==> config.mk <==
export PLATFORM = sky130hd
export DESIGN_NAME = analog_mux_sequencer_flat
export DESIGN_NICKNAME = d
export VERILOG_FILES = /design/src/rtl/analog_mux_sequencer_pkg.sv /design/src/rtl/analog_mux_sequencer_if.sv /design/src/rtl/analog_mux_sequencer_timer.sv /design/src/rtl/analog_mux_sequencer.sv /design/src/flat_wrapper.sv
export SDC_FILE = /design/constraint.sdc
export NUM_CORES = 1
export LEC_CHECK = 0
export BUFFER_PORTS_ARGS = -buffer_cell sky130_fd_sc_hd__buf_2
export CAP_MARGIN = 20
export CORE_MARGIN = 8
export CORE_UTILIZATION = 25
export CTS_CLUSTER_SIZE = 8
export DETAILED_ROUTE_END_ITERATION = 7
export PLACE_DENSITY = 0.43
export SYNTH_ARGS = -nofsm -noshare
export SYNTH_HDL_FRONTEND = slang
export SYNTH_SLANG_ARGS = --single-unit
==> constraint.sdc <==
create_clock -name clk -period 5.25 [get_ports clk]
set_clock_uncertainty 0.1 [all_clocks]
set_input_delay 0.525 -clock clk [delete_from_list [all_inputs] [get_ports clk]]
set_output_delay 0.525 -clock clk [all_outputs]
set_load 0.03 [all_outputs]
==> src/rtl/analog_mux_sequencer_pkg.sv <==
// Shared types and width helpers for the analog mux sequencer.
package analog_mux_sequencer_pkg;

  typedef enum logic [1:0] {
    ST_IDLE  = 2'd0,
    ST_BREAK = 2'd1,
    ST_MAKE  = 2'd2,
    ST_HOLD  = 2'd3
  } seq_state_e;

  function automatic int ch_w(input int n_ch);
    return (n_ch > 1) ? $clog2(n_ch) : 1;
  endfunction

  // Timer must hold either a full dwell or the dead-time count.
  function automatic int timer_w(input int dwell_w, input int dead_cyc);
    int dc_w;
    dc_w = $clog2(dead_cyc + 1);
    return (dwell_w > dc_w) ? dwell_w : dc_w;
  endfunction

endpackage

==> src/rtl/analog_mux_sequencer_if.sv <==
// Channel-request handshake between a requester (master) and the sequencer (slave).
interface analog_mux_sequencer_if #(
  parameter int CH_W    = 2,
  parameter int DWELL_W = 8
);
  logic               req_valid;
  logic               req_ready;
  logic [CH_W-1:0]    req_ch;
  logic [DWELL_W-1:0] dwell;

  modport master (output req_valid, req_ch, dwell, input req_ready);
  modport slave  (input req_valid, req_ch, dwell, output req_ready);
endinterface

==> src/rtl/analog_mux_sequencer_timer.sv <==
// Loadable down-counter shared by the dead-time, settle and dwell phases.
module mux_seq_timer #(
  parameter int W = 8
) (
  input  logic         clk,
  input  logic         rst,
  input  logic         load,
  input  logic         dec,
  input  logic [W-1:0] value,
  output logic         expire
);
  logic [W-1:0] count_q;

  always_ff @(posedge clk) begin
    if (rst) begin
      count_q <= '0;
    end else if (load) begin
      count_q <= value;
    end else if (dec && (count_q != '0)) begin
      count_q <= count_q - 1'b1;
    end
  end

  assign expire = (count_q == W'(1));
endmodule

==> src/rtl/analog_mux_sequencer.sv <==
// Break-before-make sequencer driving analog mux ctrl lines from channel requests.
// Optional auto-scan is built when MUX_SEQ_AUTOSCAN_EN is defined.
// state | meaning
// IDLE  | all muxes open, waiting for a request
// BREAK | all muxes open, dead time before closing the new channel
// MAKE  | selected mux closed, settle time running
// HOLD  | settled; dwell running (dwell 0 holds until retarget)
module analog_mux_sequencer
  import analog_mux_sequencer_pkg::*;
#(
  parameter int N_CH     = 4,
  parameter int DEAD_CYC = 4,
  parameter int DWELL_W  = 8
) (
  input  logic                  clk,
  input  logic                  rst,
  input  logic                  ena,
  analog_mux_sequencer_if.slave req,
  input  logic                  scan_en,
  output logic [N_CH-1:0]       mux_ctrl,
  output logic                  settled,
  output logic                  busy,
  output logic                  done,
  output logic                  err
);
  localparam int               CH_W    = ch_w(N_CH);
  localparam int               TMR_W   = timer_w(DWELL_W, DEAD_CYC);
  localparam logic [CH_W:0]    N_CH_L  = (CH_W+1)'(N_CH);
  localparam logic [CH_W-1:0]  LAST_CH = CH_W'(N_CH - 1);
  localparam logic [TMR_W-1:0] DEAD_L  = TMR_W'(DEAD_CYC);

  seq_state_e         state_q, state_nxt;
  logic [CH_W-1:0]    ch_q, ch_nxt, ch_scan;
  logic [DWELL_W-1:0] dwell_q, dwell_nxt;
  logic [TMR_W-1:0]   tmr_value;
  logic               tmr_load, tmr_dec, tmr_expire;
  logic               accept, ch_ok, scan_go;

  assign req.req_ready = ena && !rst && ((state_q == ST_IDLE) || (state_q == ST_HOLD));
  assign accept  = req.req_valid && req.req_ready;
  assign ch_ok   = ({1'b0, req.req_ch} < N_CH_L);
  assign err     = accept && !ch_ok;
  assign ch_scan = (ch_q == LAST_CH) ? '0 : ch_q + 1'b1;
  assign settled = (state_q == ST_HOLD);
  assign busy    = (state_q != ST_IDLE);

`ifdef MUX_SEQ_AUTOSCAN_EN
  assign scan_go = scan_en && ena;
`else
  logic unused_scan;
  assign unused_scan = scan_en;
  assign scan_go     = 1'b0;
`endif

  always_comb begin
    state_nxt = state_q;
    ch_nxt    = ch_q;
    dwell_nxt = dwell_q;
    tmr_load  = 1'b0;
    tmr_dec   = 1'b0;
    tmr_value = DEAD_L;
    done      = 1'b0;
    case (state_q)
      ST_IDLE: begin
        if (accept && ch_ok) begin
          ch_nxt    = req.req_ch;
          dwell_nxt = req.dwell;
          tmr_load  = 1'b1;
          state_nxt = ST_BREAK;
        end else if (scan_go && !accept) begin
          ch_nxt    = ch_scan;
          dwell_nxt = req.dwell;
          tmr_load  = 1'b1;
          state_nxt = ST_BREAK;
        end
      end
      ST_BREAK: begin
        tmr_dec = 1'b1;
        if (tmr_expire) begin
          tmr_load  = 1'b1;
          state_nxt = ST_MAKE;
        end
      end
      ST_MAKE: begin
        tmr_dec = 1'b1;
        if (tmr_expire) begin
          tmr_load  = 1'b1;
          tmr_value = TMR_W'(dwell_q);
          state_nxt = ST_HOLD;
        end
      end
      ST_HOLD: begin
        // An accepted request pre-empts dwell expiry in the same cycle.
        if (accept) begin
          if (ch_ok) begin
            ch_nxt    = req.req_ch;
            dwell_nxt = req.dwell;
            tmr_load  = 1'b1;
            state_nxt = ST_BREAK;
          end
        end else if (dwell_q != '0) begin
          tmr_dec = 1'b1;
          if (tmr_expire) begin
            done = 1'b1;
            if (scan_go) begin
              ch_nxt    = ch_scan;
              dwell_nxt = req.dwell;
              tmr_load  = 1'b1;
              state_nxt = ST_BREAK;
            end else begin
              state_nxt = ST_IDLE;
            end
          end
        end
      end
      default: state_nxt = ST_IDLE;
    endcase
    if (rst || !ena) begin
      state_nxt = ST_IDLE;
      ch_nxt    = ch_q;
      dwell_nxt = dwell_q;
      tmr_load  = 1'b0;
      tmr_dec   = 1'b0;
      done      = 1'b0;
    end
  end

  always_ff @(posedge clk) begin
    if (rst) begin
      state_q  <= ST_IDLE;
      ch_q     <= '0;
      dwell_q  <= '0;
      mux_ctrl <= '0;
    end else begin
      state_q  <= state_nxt;
      ch_q     <= ch_nxt;
      dwell_q  <= dwell_nxt;
      // Driven from the next state so opening is never a cycle late.
      mux_ctrl <= ((state_nxt == ST_MAKE) || (state_nxt == ST_HOLD)) ?
                  (N_CH'(1) << ch_nxt) : '0;
    end
  end

  mux_seq_timer #(.W(TMR_W)) u_timer (
    .clk    (clk),
    .rst    (rst),
    .load   (tmr_load),
    .dec    (tmr_dec),
    .value  (tmr_value),
    .expire (tmr_expire)
  );
endmodule

==> src/flat_wrapper.sv <==
// flat-port wrapper written by rule: the top's interface ports become plain ports
module analog_mux_sequencer_flat import analog_mux_sequencer_pkg::*;
#(
  parameter int N_CH     = 4,
  parameter int DEAD_CYC = 4,
  parameter int DWELL_W  = 8
)
  (clk, rst, ena, scan_en, mux_ctrl, settled, busy, done, err, req_req_valid, req_req_ch, req_dwell, req_req_ready);
  analog_mux_sequencer_if #(.CH_W(2), .DWELL_W(DWELL_W)) req_i ();
  input  logic clk;
  input  logic rst;
  input  logic ena;
  input  logic scan_en;
  output logic [N_CH-1:0] mux_ctrl;
  output logic settled;
  output logic busy;
  output logic done;
  output logic err;
  input wire logic [$bits(req_i.req_valid)-1:0] req_req_valid;
  input wire logic [$bits(req_i.req_ch)-1:0] req_req_ch;
  input wire logic [$bits(req_i.dwell)-1:0] req_dwell;
  output wire logic [$bits(req_i.req_ready)-1:0] req_req_ready;
  assign req_i.req_valid = req_req_valid;
  assign req_i.req_ch = req_req_ch;
  assign req_i.dwell = req_dwell;
  assign req_req_ready = req_i.req_ready;
  analog_mux_sequencer #(.N_CH(N_CH), .DEAD_CYC(DEAD_CYC), .DWELL_W(DWELL_W)) u_core (.clk(clk), .rst(rst), .ena(ena), .req(req_i), .scan_en(scan_en), .mux_ctrl(mux_ctrl), .settled(settled), .busy(busy), .done(done), .err(err));
endmodule
==> flow_metrics.py <==
metrics = {
    "status": {
        "status": "finished clean",
    },
    "worst_setup_path": {
        "reg2reg_depth": 7,
        "crit-reg2reg-launch": "u_core.state_q[0]$_SDFF_PP0_",
        "crit_start": "u_core.state_q[0]$_SDFF_PP0_",
        "reg2reg_to": "u_core.mux_ctrl[0]$_SDFF_PP0_",
        "timing.critical_path.fanout_max": 17,
        "crit_path_top_delay_cell": "nand4bb_1",
        "crit_path_max_incr_delay_ns": 0.68,
        "path_cells": "inv_1 -> ha_1 -> nand4bb_1 -> nand2_1 -> nor3_1 -> buf_2",
        "cp_num_buf_inv": 2,
        "path_class": "flop to output pin",
        "end_kind": "output pin",
        "startpoint_type": "flop",
        "required_ns": 4.62,
        "worst_ep_arrival_time_ns": 2.48,
        "rrSetupSlack_ns": 2.42,
        "critPathTopFamily": "simple AND/OR/NAND/NOR gates",
    },
    "yosys": {
        "synth_nets": 200,
        "synth_common_cells": "nand2_1 (28), dfxtp_1 (24), a21oi_1 (16)",
        "ys_top_cells_by_area": "dfxtp_1 (32%), nand2_1 (7.1%), ha_1 (6.7%)",
        "netlist_area_sq_mm": 0.001485,
        "synth-edff-count": 0,
        "synthArstFlopShare": 0,
        "dominantRegCellSynth": "dfxtp_1",
        "synth.avg_cell_area_sq_um": 8.391,
        "synth_cell_types": 47,
        "yosys.area.top_type": "dfxtp_1",
        "yosysTopAreaCellShare": 0.3235,
        "netlist_instances": 177,
        "yosys_register_bits": 24,
        "yosysMostFrequentCell": "nand2_1",
        "synth-seq-area-share": 0.3235,
        "ys_warn_count": 0,
    },
    "cts": {
        "post_cts_resized": 0,
        "clkTransAtPathRegs_ns": 0.09,
        "postCtsHoldBufs": 0,
        "clockBufferDepth": 2,
        "cts_tree": "built",
        "clock_latency_ns": 0.27,
        "clkSinkCount": 24,
        "postCtsSetupBuffers": 0,
        "cts_made_buffers": 3,
        "cts_root_buf": "clkbuf_8",
        "htree_num_levels": 1,
    },
    "placed_design": {
        "port_buffers": 21,
        "dp_cells": 264,
        "pre_cts_slack_ns": 2.397,
        "placed_area_sq_mm": 0.001628,
        "routabilityCongestion": 0.7088,
        "hpwl_um": 2754,
    },
    "floorplanning": {
        "core-area_sq_mm": 0.005816,
        "die_y_um": 93.08,
        "die_width_um": 93.08,
        "io_pins": 24,
        "die_area_sq_mm": 0.008663,
        "rows": 28,
        "initial_core_util": 0.2554,
    },
    "grt": {
        "met3_usage": 0.02163,
        "use_met2": 0.1231,
        "antenna_found_initial": 0,
        "grt_pass1_vias": 1223,
        "overflow": 0,
        "grt_max_degree": 20,
        "grt_pass1_wl_um": 6009,
        "gr-usage-met1": 0.1211,
        "grtUsageTotal": 0.08492,
        "grt.busiest_layer": "met2",
    },
    "pwr": {
        "vdd_drop_max_v": 0.0001118,
        "p_per_area_mw_per_mm2": 239.5,
        "power_leakage_uw": 0.0006294,
    },
    "sta": {
        "fin_crit_sh": 0.5905,
        "worstMarginPinSlew_ns": 0.7003,
        "report.final.slew_viol_count": 0,
        "setup_tns_ns": 0,
        "finalHoldViolCount": 0,
        "period_minus_slack_ns": 3.100,
        "setup-violations-final": 0,
        "maxSlewHeadroom": 0.5305,
        "max_freq_ghz": 0.3226,
        "hold_slack_ns": 0.3791,
        "fin_ws_ns": 2.150,
        "rsz0062_at_grt": "false",
    },
    "drt": {
        "wire_per_inst_um": 13.55,
        "dr.pass1.iters": 4,
        "vias": 1252,
        "antenna_left": 0,
        "vias_per_cell": 4.672,
        "drtIter0Drc": 62,
        "drcViolationCount": 0,
        "wirelength_um": 3632,
    },
    "finish": {
        "num_antenna_cells": 0,
        "layoutNonFillerInstCount": 268,
        "fin_area_sq_mm": 0.001699,
        "final-seq-area_sq_um": 480.5,
        "final_nets": 217,
        "fill_cells": 670,
        "area_growth_pct": 14.41,
        "drive_above_1_share": 0.1969,
        "multiInputGateArea_sq_um": 907.1,
    },
    "worst_hold_path": {
        "holdPathEnd": "u_core.dwell_q[4]$_SDFFE_PP0P_",
        "min-delay-start": "req_dwell[4]",
        "hold_class": "input pin to flop",
        "timing.hold.worst_path_depth": 3,
    },
    "flow_run": {
        "max_cap_viol_count": 0,
    },
}
[cell usage in the layout (no fill, tap or decap), drive strengths merged, types with 4 or more instances in the layout]
cell / n
a211oi: 5
a21oi: 16
buf: 21
dfxtp: 24
ha: 8
inv: 11
nand2: 28
nand3: 4
nand3b: 4
nor2: 10
nor3: 8
o21ai: 6
[registers in the layout (all words and copies together) (netlist names)]
register	cells
u_core.mux_ctrl	4
u_core.ch_q	2
u_core.state_q	2
u_core.u_timer.count_q	8
u_core.dwell_q	8
[where the power goes]
part	internal, uW	switching, uW
logic	17.7	30.0
registers	186	5.60
clock network	102	65.2
[worst max-delay path by stage]
| stage | endpoint | cells past startpoint |
|---|---|---|
| finish | done | 6 |
| global route | done | 6 |
| CTS | done | 6 |
| detailed placement | u_core.mux_ctrl[0]$_SDFF_PP0_ | 7 |
| global placement | u_core.mux_ctrl[0]$_SDFF_PP0_ | 7 |
| floorplan | done | 6 |
[kinds of logic (layout without fill, tap and decap cells)]
kind of cell    count (synthesis)  after routing  share of synthesized area
simple gates                   70             70                     0.2721
compound gates                 48             48                     0.2266
flops                          24             24                     0.3235
buf+inv                        20             36                    0.06571
fa+ha+maj                       8              8                    0.06740
xor+xnor                        3              3                    0.01769
mux                             3              3                    0.02443
other cells                     1              1                   0.002525
[tightest hold or removal path: stages]
cell     delay [ns]
buf_2          0.09
nand2_1        0.04
a21oi_1        0.05
[final cells by class]
type | instances | area share
tap | 75 | 0.05523
timing repair buffer | 21 | 0.06186
inverter | 11 | 0.02430
clock inverter | 1 | 0.01767
sequential | 24 | 0.2828
multi-input combinational | 133 | 0.5339
clock buffer | 3 | 0.02430
[through the flow]
step / total power, uW / utilization
after floorplan: 230.1 / -
after global placement: 243.8 / 0.2799
after detailed placement: 243.7 / 0.2799
after CTS: 413.2 / 0.2922
after global routing: 426.3 / 0.2922
final: 407.0 / 0.2922
[metal layers]
metal  share of wire  wire length, um  up-vias
met5               0                0        -
met4          0.0083               30        0
met3           0.031              114        2
met2            0.41             1496       25
met1            0.55             1991      567
li1                -                -      658
Note: power is estimated with default switching activity, not from simulation.
